`src/rtl/riscv_pkg.sv`:
```
// Shared widths, constants and PC helpers for the front end.
package riscv_pkg;

  localparam int XLEN   = 32;
  localparam int INST_W = 32;

  localparam logic [XLEN-1:0]   RESET_PC_DEFAULT = 32'h0000_0000;
  localparam logic [INST_W-1:0] NOP_INST         = 32'h0000_0013;
  localparam logic [XLEN-1:0]   PC_INC           = 32'd4;

  function automatic logic [XLEN-1:0] align_pc(input logic [XLEN-1:0] pc);
    return {pc[XLEN-1:2], 2'b00};
  endfunction

endpackage

```
`src/rtl/fetch_unit_if.sv`:
```
// Fetch-stage bus: instruction-memory request/response, redirect and decode handshake.
interface fetch_unit_if;
  import riscv_pkg::*;

  logic              imem_req_valid;
  logic              imem_req_ready;
  logic [XLEN-1:0]   imem_req_addr;
  logic              imem_rsp_valid;
  logic [INST_W-1:0] imem_rsp_data;
  logic              redirect_valid;
  logic [XLEN-1:0]   redirect_pc;
  logic              id_valid;
  logic              id_ready;
  logic [INST_W-1:0] id_inst;
  logic [XLEN-1:0]   id_pc;

  modport master (
    output imem_req_valid, imem_req_addr, id_valid, id_inst, id_pc,
    input  imem_req_ready, imem_rsp_valid, imem_rsp_data, redirect_valid, redirect_pc, id_ready
  );

  modport slave (
    input  imem_req_valid, imem_req_addr, id_valid, id_inst, id_pc,
    output imem_req_ready, imem_rsp_valid, imem_rsp_data, redirect_valid, redirect_pc, id_ready
  );

endinterface

```
`src/rtl/fetch_unit_checker.sv`:
```
// Runtime invariants of the fetch unit's two FIFOs and in-flight bookkeeping.
module fetch_unit_checker #(
  parameter int CW = 2
) (
  input logic          clk,
  input logic          rst_n,
  input logic          ififo_push,
  input logic          ififo_pop,
  input logic          ififo_full,
  input logic          tfifo_push,
  input logic          tfifo_pop,
  input logic          tfifo_full,
  input logic          tfifo_empty,
  input logic [CW-1:0] tfifo_count,
  input logic [CW-1:0] inflight
);

  always @(posedge clk) begin
    if (rst_n) begin
      assert (!(ififo_push && ififo_full && !ififo_pop))
        else $error("instruction FIFO overflow");
      assert (!(tfifo_push && tfifo_full))
        else $error("PC tag FIFO overflow");
      assert (!(tfifo_pop && tfifo_empty))
        else $error("response arrived with no PC tag");
      assert (tfifo_count <= inflight)
        else $error("more PC tags than requests in flight");
    end
  end

endmodule

```
`src/rtl/sync_fifo.sv`:
```
// Small synchronous FIFO with flush; head is read straight from registered storage.
module sync_fifo #(
  parameter int WIDTH = 32,
  parameter int DEPTH = 2
) (
  input  logic                       clk,
  input  logic                       rst_n,
  input  logic                       push,
  input  logic [WIDTH-1:0]           push_data,
  input  logic                       pop,
  input  logic                       flush,
  output logic                       full,
  output logic                       empty,
  output logic [$clog2(DEPTH+1)-1:0] count,
  output logic [WIDTH-1:0]           head
);

  localparam int PW = (DEPTH > 1) ? $clog2(DEPTH) : 1;
  localparam int CW = $clog2(DEPTH + 1);

  logic [WIDTH-1:0] mem_q [DEPTH];
  logic [WIDTH-1:0] mem_d [DEPTH];
  logic [PW-1:0]    wr_q, wr_d, rd_q, rd_d;
  logic [CW-1:0]    cnt_q, cnt_d;
  logic             do_push, do_pop;

  function automatic logic [PW-1:0] ptr_inc(input logic [PW-1:0] p);
    if (p == PW'(DEPTH - 1)) begin
      return '0;
    end else begin
      return p + PW'(1);
    end
  endfunction

  assign full    = (cnt_q == CW'(DEPTH));
  assign empty   = (cnt_q == '0);
  assign count   = cnt_q;
  assign head    = mem_q[rd_q];
  assign do_pop  = pop && !empty;
  // A full FIFO may still accept a push when the head leaves in the same cycle.
  assign do_push = push && (!full || do_pop);

  always_comb begin
    mem_d = mem_q;
    wr_d  = wr_q;
    rd_d  = rd_q;
    cnt_d = cnt_q;
    if (flush) begin
      wr_d  = '0;
      rd_d  = '0;
      cnt_d = '0;
    end else begin
      if (do_push) begin
        mem_d[wr_q] = push_data;
        wr_d        = ptr_inc(wr_q);
      end else begin
        wr_d = wr_q;
      end
      if (do_pop) begin
        rd_d = ptr_inc(rd_q);
      end else begin
        rd_d = rd_q;
      end
      cnt_d = cnt_q + CW'(do_push) - CW'(do_pop);
    end
  end

  always_ff @(posedge clk or negedge rst_n) begin
    if (!rst_n) begin
      for (int i = 0; i < DEPTH; i++) begin
        mem_q[i] <= '0;
      end
      wr_q  <= '0;
      rd_q  <= '0;
      cnt_q <= '0;
    end else begin
      mem_q <= mem_d;
      wr_q  <= wr_d;
      rd_q  <= rd_d;
      cnt_q <= cnt_d;
    end
  end

endmodule

```
`src/rtl/fetch_unit.sv`:
```
// Instruction fetch: PC owner, credit-limited imem requests, redirect flush and decode FIFO.
module fetch_unit
  import riscv_pkg::*;
#(
  parameter logic [XLEN-1:0] RESET_PC = RESET_PC_DEFAULT,
  parameter int              DEPTH    = 2
) (
  input  logic         clk,
  input  logic         rst_n,
  fetch_unit_if.master bus
);

  localparam int CW = $clog2(DEPTH + 1);
  localparam int FW = XLEN + INST_W;

  logic [XLEN-1:0] pc_q, pc_d;
  logic [CW-1:0]   inflight_q, inflight_d;
  logic [CW-1:0]   discard_q, discard_d;
  logic [FW-1:0]   hold_q, hold_d;

  logic            credit, req_fire, rsp_keep, ififo_pop;
  logic            ififo_full, ififo_empty, tfifo_full, tfifo_empty;
  logic [CW-1:0]   ififo_count, tfifo_count;
  logic [FW-1:0]   ififo_head;
  logic [XLEN-1:0] tag_head;

  // Credits come only from registered counts; a same-cycle pop frees one next cycle.
  assign credit   = ({1'b0, inflight_q} + {1'b0, ififo_count}) < (CW+1)'(DEPTH);
  assign bus.imem_req_valid = rst_n && !bus.redirect_valid && credit;
  assign bus.imem_req_addr  = pc_q;
  assign req_fire = bus.imem_req_valid && bus.imem_req_ready;
  assign rsp_keep = bus.imem_rsp_valid && (discard_q == '0) && !bus.redirect_valid;

  assign ififo_pop             = !ififo_empty && bus.id_ready;
  assign bus.id_valid          = !ififo_empty;
  assign {bus.id_pc, bus.id_inst} = ififo_empty ? hold_q : ififo_head;

  always_comb begin
    pc_d       = pc_q;
    discard_d  = discard_q;
    inflight_d = inflight_q + CW'(req_fire) - CW'(bus.imem_rsp_valid);
    hold_d     = ififo_empty ? hold_q : ififo_head;
    if (bus.redirect_valid) begin
      pc_d      = align_pc(bus.redirect_pc);
      // inflight already counts stale responses, so everything still outstanding is dropped.
      discard_d = inflight_q - CW'(bus.imem_rsp_valid);
    end else begin
      if (req_fire) begin
        pc_d = pc_q + PC_INC;
      end else begin
        pc_d = pc_q;
      end
      if (bus.imem_rsp_valid && (discard_q != '0)) begin
        discard_d = discard_q - CW'(1);
      end else begin
        discard_d = discard_q;
      end
    end
  end

  always_ff @(posedge clk or negedge rst_n) begin
    if (!rst_n) begin
      pc_q       <= RESET_PC;
      inflight_q <= '0;
      discard_q  <= '0;
      hold_q     <= '0;
    end else begin
      pc_q       <= pc_d;
      inflight_q <= inflight_d;
      discard_q  <= discard_d;
      hold_q     <= hold_d;
    end
  end

  sync_fifo #(.WIDTH(FW), .DEPTH(DEPTH)) u_ififo (
    .clk       (clk),
    .rst_n     (rst_n),
    .push      (rsp_keep),
    .push_data ({tag_head, bus.imem_rsp_data}),
    .pop       (ififo_pop),
    .flush     (bus.redirect_valid),
    .full      (ififo_full),
    .empty     (ififo_empty),
    .count     (ififo_count),
    .head      (ififo_head)
  );

  // Tags are popped only for responses that are kept; stale ones were flushed with the redirect.
  sync_fifo #(.WIDTH(XLEN), .DEPTH(DEPTH)) u_tfifo (
    .clk       (clk),
    .rst_n     (rst_n),
    .push      (req_fire),
    .push_data (pc_q),
    .pop       (rsp_keep),
    .flush     (bus.redirect_valid),
    .full      (tfifo_full),
    .empty     (tfifo_empty),
    .count     (tfifo_count),
    .head      (tag_head)
  );

  fetch_unit_checker #(.CW(CW)) u_chk (
    .clk         (clk),
    .rst_n       (rst_n),
    .ififo_push  (rsp_keep),
    .ififo_pop   (ififo_pop),
    .ififo_full  (ififo_full),
    .tfifo_push  (req_fire),
    .tfifo_pop   (rsp_keep),
    .tfifo_full  (tfifo_full),
    .tfifo_empty (tfifo_empty),
    .tfifo_count (tfifo_count),
    .inflight    (inflight_q)
  );

endmodule

```
`src/flat_wrapper.sv`:
```
// flat-port wrapper written by rule: the top's interface ports become plain ports
module fetch_unit_flat import riscv_pkg::*;
#(
  parameter logic [XLEN-1:0] RESET_PC = RESET_PC_DEFAULT,
  parameter int              DEPTH    = 2
)
  (clk, rst_n, bus_imem_req_valid, bus_imem_req_addr, bus_id_valid, bus_id_inst, bus_id_pc, bus_imem_req_ready, bus_imem_rsp_valid, bus_imem_rsp_data, bus_redirect_valid, bus_redirect_pc, bus_id_ready);
  fetch_unit_if bus_i ();
  input  logic clk;
  input  logic rst_n;
  output wire logic [$bits(bus_i.imem_req_valid)-1:0] bus_imem_req_valid;
  output wire logic [$bits(bus_i.imem_req_addr)-1:0] bus_imem_req_addr;
  output wire logic [$bits(bus_i.id_valid)-1:0] bus_id_valid;
  output wire logic [$bits(bus_i.id_inst)-1:0] bus_id_inst;
  output wire logic [$bits(bus_i.id_pc)-1:0] bus_id_pc;
  input wire logic [$bits(bus_i.imem_req_ready)-1:0] bus_imem_req_ready;
  input wire logic [$bits(bus_i.imem_rsp_valid)-1:0] bus_imem_rsp_valid;
  input wire logic [$bits(bus_i.imem_rsp_data)-1:0] bus_imem_rsp_data;
  input wire logic [$bits(bus_i.redirect_valid)-1:0] bus_redirect_valid;
  input wire logic [$bits(bus_i.redirect_pc)-1:0] bus_redirect_pc;
  input wire logic [$bits(bus_i.id_ready)-1:0] bus_id_ready;
  assign bus_imem_req_valid = bus_i.imem_req_valid;
  assign bus_imem_req_addr = bus_i.imem_req_addr;
  assign bus_id_valid = bus_i.id_valid;
  assign bus_id_inst = bus_i.id_inst;
  assign bus_id_pc = bus_i.id_pc;
  assign bus_i.imem_req_ready = bus_imem_req_ready;
  assign bus_i.imem_rsp_valid = bus_imem_rsp_valid;
  assign bus_i.imem_rsp_data = bus_imem_rsp_data;
  assign bus_i.redirect_valid = bus_redirect_valid;
  assign bus_i.redirect_pc = bus_redirect_pc;
  assign bus_i.id_ready = bus_id_ready;
  fetch_unit #(.RESET_PC(RESET_PC), .DEPTH(DEPTH)) u_core (.clk(clk), .rst_n(rst_n), .bus(bus_i));
endmodule
```
`config.mk`:
```
export PLATFORM = sky130hd
export DESIGN_NAME = fetch_unit_flat
export DESIGN_NICKNAME = d
export VERILOG_FILES = /design/src/rtl/riscv_pkg.sv /design/src/rtl/fetch_unit_if.sv /design/src/rtl/fetch_unit_checker.sv /design/src/rtl/sync_fifo.sv /design/src/rtl/fetch_unit.sv /design/src/flat_wrapper.sv
export SDC_FILE = /design/constraint.sdc
export NUM_CORES = 1
export LEC_CHECK = 0
export CORE_MARGIN = 8
export CORE_UTILIZATION = 35
export CTS_CLUSTER_DIAMETER = 80
export DETAILED_ROUTE_END_ITERATION = 10
export PLACE_DENSITY = 0.57
export SLEW_MARGIN = 25
export SYNTH_ARGS = -nofsm -noshare
export SYNTH_HDL_FRONTEND = slang
export SYNTH_SLANG_ARGS = --single-unit
```
`constraint.sdc`:
```
create_clock -name clk -period 2.5 [get_ports clk]
set_clock_uncertainty 0.2 [all_clocks]
set_input_delay 0.5 -clock clk [delete_from_list [all_inputs] [get_ports clk]]
set_output_delay 0.5 -clock clk [all_outputs]
set_load 0.01 [all_outputs]
```
; Word-level counts from Yosys, hierarchy flattened
; Index checks and enable logic that the tools add are counted.
[word_totals]
regBits = 300
latchBits = 0
mem_bits_rw = 0
mem_bits_ro = 0
in_bits = 70
out_inout_bits = 98
memories = 0
[op_classes]
add_sub_neg = 14
mul = 0
div = 0
order_cmp = 7
n_eq_ne = 2
shifts = 0
n_mux = 31
bitwise_logic = 5
reduce_logical = 32
[op_table]
columns = op, count
row1 = two-way mux 64 bit, 5
row2 = two-way mux 32 bit, 6
row3 = bitwise mux 128 bit, 1
row4 = bitwise mux 64 bit, 1
row5 = demux 64 bit (select 1 bit), 1
row6 = "adder 32 x 3 -> 32 bit, second input constant", 1
row7 = demux 32 bit (select 1 bit), 1
row8 = nonzero test 2 bit, 7
row9 = logical AND 1 bit, 13
row10 = two-way mux 1 bit, 12
row11 = ">= comparator 2 bit, second input constant", 4
row12 = two-way mux 2 bit, 4
row13 = NOT 1 -> 2 bit, 4
row14 = subtractor 2 x 1 -> 2 bit, 4
row15 = adder 2 x 1 -> 2 bit, 3
row16 = zero test 2 bit, 3
row17 = zero test 1 bit, 5
row18 = "adder 1 bit, second input constant", 4
row19 = "equality test 2 bit, second input constant", 2
row20 = "less-than comparator 2 x 1 -> 1 bit, second input constant", 2
row21 = AND reduction 2 bit, 2
row22 = adder 2 x 2 -> 3 bit, 1
row23 = "less-than comparator 3 x 2 -> 1 bit, second input constant", 1
row24 = logical OR 1 bit, 2
row25 = other kinds (2), 2

; Longest topological paths before layout
[logic_depth]
word_depth = 9
depth_mapped = 10
ltp_nobuf = 10

; By module
; A second synthesis with hierarchy kept.
[unflattened]
hier_cells = 934
area_unflattened_um2 = 13558.0
[by_module_without_submodules]
columns = module, instances, cells_each, area_per_inst_um2, seq_area_each_um2
row1 = sync_fifo at u_core.u_ififo, 1, 365, 5979.5, 3303.2
row2 = fetch_unit, 1, 374, 4471.8, 2452.4
row3 = sync_fifo at u_core.u_tfifo, 1, 195, 3106.7, 1701.6

; Worst setup path after synthesis
; Ideal clock, no wire load.
[synth_timing]
kind = register -> register
startpoint = register u_core.u_ififo.cnt_q[0] (netlist: u_core.u_ififo.count[0])
endpoint = register u_core.u_tfifo.mem_q[10] (netlist name)
t_arrival_ps = 2510
setup_slack_ps = -335
stages_incl_launch_ff = 8
n_path_buf = 1
synth_period_minus_slack_ps = 2835
path_cell_list = dfrtp_1 -> and2_1 -> fa_1 -> nor4b_4 -> o311ai_2 -> or3b_4 -> buf_6 -> mux2_4
[synth_via]
elab_chain_len = 6
[synth_lines]
columns = element, line
row1 = start: declaration, sync_fifo.sv:24  ; logic [CW-1:0] cnt_q, cnt_d;
row2 = start signal: assignment, sync_fifo.sv:80  ; cnt_q <= cnt_d;
row3 = adder 2 x 2 -> 3 bit, fetch_unit.sv:28  ; assign credit = ({1'b0, inflight_q} + {1'b0, ififo_count}) < (CW+1)'(DEPTH);
row4 = less-than comparator 3 x 2 -> 1 bit, fetch_unit.sv:28
row5 = logical AND 1 bit, fetch_unit.sv:29  ; assign bus.imem_req_valid = rst_n && !bus.redirect_valid && credit;
row6 = net bus_imem_req_valid, flat_wrapper.sv:11  ; output wire logic [$bits(bus_i.imem_req_valid)-1:0] bus_imem_req_valid;
row7 = logical AND 1 bit, fetch_unit.sv:31  ; assign req_fire = bus.imem_req_valid && bus.imem_req_ready;
row8 = logical AND 1 bit, sync_fifo.sv:41  ; assign do_push = push && (!full || do_pop);
row9 = AND reduction 2 bit (no line), n/a
row10 = end signal: assignment, sync_fifo.sv:77  ; mem_q <= mem_d;
row11 = end: declaration, sync_fifo.sv:21  ; logic [WIDTH-1:0] mem_q [DEPTH];
; The timed path passes the listed nets, and every way through them passes these cells.
; A chain may end at the register's enable or synchronous reset.

; Worst setup path in the final report
[layout_timing]
startpoint = register u_core.u_ififo.cnt_q[0] (netlist: u_core.u_ififo.count[0])
endpoint = register u_core.u_tfifo.mem_q[38] (netlist name)
[layout_via]
elab_chain_len = 6
[layout_lines]
columns = element, line
row1 = adder 2 x 2 -> 3 bit, fetch_unit.sv:28
row2 = less-than comparator 3 x 2 -> 1 bit, fetch_unit.sv:28
row3 = logical AND 1 bit, fetch_unit.sv:29
row4 = logical AND 1 bit, fetch_unit.sv:31
row5 = logical AND 1 bit, sync_fifo.sv:41
row6 = AND reduction 2 bit (no line), n/a
; No other way between the ends.

==> metrics.log <==
INFO  metric layout-area-overhead-vs-synth = 55.1%
INFO  metric ys_top_cells_by_area = sky130_fd_sc_hd__dfrtp_1, sky130_fd_sc_hd__mux2_2, sky130_fd_sc_hd__mux2i_1
INFO  metric vias_per_cell = 4.90
INFO  metric timing.critical_path.to_type = register
INFO  metric max_cap_violations = 0
INFO  metric total_power = 0.0289 W
INFO  metric synth_area = 0.0126 mm²
INFO  metric num_rows = 69
INFO  metric final_max_slew_viol_count = 0
INFO  metric synthesis_stage_register_bit_count = 290
INFO  metric yosys-top-cells-count = sky130_fd_sc_hd__dfrtp_1, sky130_fd_sc_hd__nand2_1, sky130_fd_sc_hd__o21ai_0
INFO  metric layout_worst_path_cycle_share = 113%
INFO  metric failed_checks = setup timing
INFO  metric crit_fanout = 5
INFO  metric global_route.usage.total = 16.3%
INFO  metric antenna_violating_nets_post_route = 0
INFO  metric clock-root-buffer = sky130_fd_sc_hd__clkbuf_16
INFO  metric post_synth_inst_count = 1049
INFO  metric dominant_register_cell_in_the_synthesized_netlist = sky130_fd_sc_hd__dfrtp_1
INFO  metric max-vdd-ir-drop = 0.987 mV
INFO  metric synthMostInstantiatedCell = sky130_fd_sc_hd__dfrtp_1
INFO  metric max_clock_freq = 353 MHz
INFO  metric start_util = 35.5%
INFO  metric die_height = 206 µm
INFO  metric detail_route.first_pass.iterations = 6
INFO  metric die_w = 206 µm
INFO  metric cp.required = 2700 ps
INFO  metric regToRegSetupSlack = -330 ps
INFO  metric grt_pass1_wl = 55300 µm
INFO  metric synth-edff-count = 0
INFO  metric synth.top_cell.area_share = 57.7%
INFO  metric fraction_of_layout_cells_with_a_size_suffix_above_1 = 46.0%
INFO  metric clock_sinks = 290
INFO  metric timing.hold.worst_endpoint = u_core.u_ififo.count[1]
INFO  metric numPlacedInstances = 1689
INFO  metric final_nets = 1523
INFO  metric dp.final_hpwl = 21100 µm
INFO  metric start_kind = register
INFO  metric final_worst_setup_slack = -329 ps
INFO  metric final-setup-viol-count = 141
INFO  metric globalRouteOverflowTotal = 0
INFO  metric antenna_cells = 0
INFO  metric insertion_delay = 510 ps
INFO  metric total_leakage_power = 8.78 nW
INFO  metric synth-seq-area-share = 57.7%
INFO  metric drc = 0
INFO  metric detailroute.via_count = 9455
INFO  metric worst-slew-pin-transition = 917 ps
INFO  metric io_pins = 168
INFO  metric io_buffers = 163
INFO  metric totalWireLength = 36000 µm
INFO  metric p_per_area = 1480 mW/mm²
INFO  metric async_flop_share = 100%
INFO  metric wire_per_inst = 18.7 µm
INFO  metric grt_pass1_vias = 9989
INFO  metric r2r-start = u_core.u_ififo.count[0]
INFO  metric hold_path_depth = 3
INFO  metric detailedRoute.firstIterationViolations = 377
INFO  metric clock_tree.htree_level_count = 2
INFO  metric rsz0062_at_grt = true
INFO  metric critical_path_arrival = 3030 ps
INFO  metric core_area = 0.0355 mm²
INFO  metric timing.final.hold_violations = 0
INFO  metric final_cell_count_no_fill = 1930
INFO  metric worst-setup-path-type = reg -> reg
INFO  metric tritoncts_clock_tree = built
INFO  metric synth_cell_types = 60
INFO  metric synth-warning-count = 0
INFO  metric maximum_buffer_depth_of_the_clock_tree = 3
INFO  metric grt_max_degree = 166
INFO  metric syn_area_per_cell = 12.0 µm²
INFO  metric place_congestion = 0.786
INFO  metric worstRegToRegCells = 10
INFO  metric hold_class = in -> reg
INFO  metric worst_setup_hold_path_clk_slew = 60 ps
INFO  metric number_of_antenna_violations_at_the_first_check_in_global_routing = 0
INFO  metric cts_inserted_buffers = 35
INFO  metric relSlewSlack = 38.9%
INFO  metric die_area = 0.0423 mm²
INFO  metric final.min_clock_period = 2830 ps
INFO  metric outcome = finished with violations
INFO  metric rr_endpoint = u_core.u_tfifo.mem_q[38]
INFO  metric post-synth-top-area-cell = sky130_fd_sc_hd__dfrtp_1
INFO  metric worstHoldStart = bus_redirect_valid
repair_timing:
action                                  4_1_cts  5_1_grt
gates resized for setup                     593      204
pin swaps                                    39       63
endpoints found under the setup margin      153      163
hold buffers                                  1        0
hold endpoints to repair                      8        0
gates cloned                                 17        2
buffers inserted                            127       62
cell usage in the layout (no fill, tap or decap), drive strengths merged, types with 12 or more instances in the layout:
cell	instances
clkbuf	52
nor2	50
mux2i	99
clkdlybuf4s50	95
mux2	124
a21oi	31
dfrtp	290
o21ai	107
xnor2	13
nand2	126
nand4	12
buf	329
inv	14
worst max-delay path by stage:
stage	cells after the start	slack [ps]	from	to
2_1_floorplan	7	-270	u_core.u_ififo.count[0]	u_core.u_tfifo.mem_q[10]
3_3_place_gp	7	-240	u_core.u_ififo.count[0]	u_core.u_tfifo.mem_q[27]
3_5_place_dp	7	-270	u_core.u_ififo.count[0]	u_core.u_tfifo.mem_q[29]
4_1_cts	8	-360	u_core.inflight_q[0]	u_core.u_tfifo.mem_q[21]
5_1_grt	10	-400	u_core.u_ififo.count[0]	u_core.u_tfifo.mem_q[52]
6_report	10	-330	u_core.u_ififo.count[0]	u_core.u_tfifo.mem_q[38]
metrics by stage:
stage	area [µm²]	worst slack (ps)	utilization, %	hold slack [ps]	setup TNS [ps]
6_report	19500	-329	55.0	188	-27620
4_1_cts	18500	-355	52.1	163	-31160
3_3_place_gp	15300	-237	43.2	260	-17330
3_5_place_dp	15300	-266	43.2	268	-21720
2_1_floorplan	12600	-269	-	4.41	-13150
5_1_grt	19500	-396	55.0	176	-39020
power breakdown:
group          switching [W]  leakage, nW  internal [W]
sequential           0.00109         3.64       0.00660
combinational        0.00682         4.59       0.00941
clock                0.00195        0.556       0.00307
routing by layer:
metal | track usage [%] | vias to the layer above | part of all wire, %
met5 | 0 | - | 0
met4 | 3.75 | 0 | 1.8
met3 | 3.54 | 46 | 5.4
met2 | 26.0 | 218 | 47
met1 | 22.5 | 4702 | 46
li1 | - | 4489 | -
state kept, by name, indices dropped and copies added, names as in the netlist, 2 cells and up:
register	cells
u_core.inflight_q	2
u_core.u_tfifo.count	2
u_core.discard_q	2
u_core.hold_q	64
u_core.u_ififo.mem_q	124
u_core.u_ififo.count	2
u_core.bus.imem_req_addr	30
u_core.u_tfifo.mem_q	60
layout make-up:
cell class / instances / area [µm²]
multi-input cells: 678 / 6040
inverters: 12 / 50.0
well taps: 461 / 577
fillers: 2988 / 16000
clock inverters: 12 / 160
clock buffers: 50 / 983
repair buffers: 427 / 4450
flip-flops and latches: 290 / 7260
worst max-delay path: stages (launching register included):
cell and delay (ps):
sky130_fd_sc_hd__dfrtp_1 380, sky130_fd_sc_hd__and2_4 160, sky130_fd_sc_hd__fa_2 450, sky130_fd_sc_hd__nor4b_4 300, sky130_fd_sc_hd__buf_4 170, sky130_fd_sc_hd__o311ai_4 90
sky130_fd_sc_hd__buf_4 160, sky130_fd_sc_hd__or2_4 300, sky130_fd_sc_hd__buf_6 140, sky130_fd_sc_hd__buf_16 130, sky130_fd_sc_hd__mux2_2 250
kinds of logic after synthesis:
group | Yosys count | synth area share (%)
XOR/XNOR | 19 | 1.32
buffers and inverters | 83 | 3.08
adder cells (fa/ha/maj) | 9 | 0.954
AND/OR/NAND/NOR | 255 | 9.70
other | 1 | 0.0298
flip-flops | 290 | 57.7
AO/OA/AOI/OAI | 169 | 7.40
multiplexers | 223 | 19.9
Note: power is estimated with default switching activity, not from simulation.
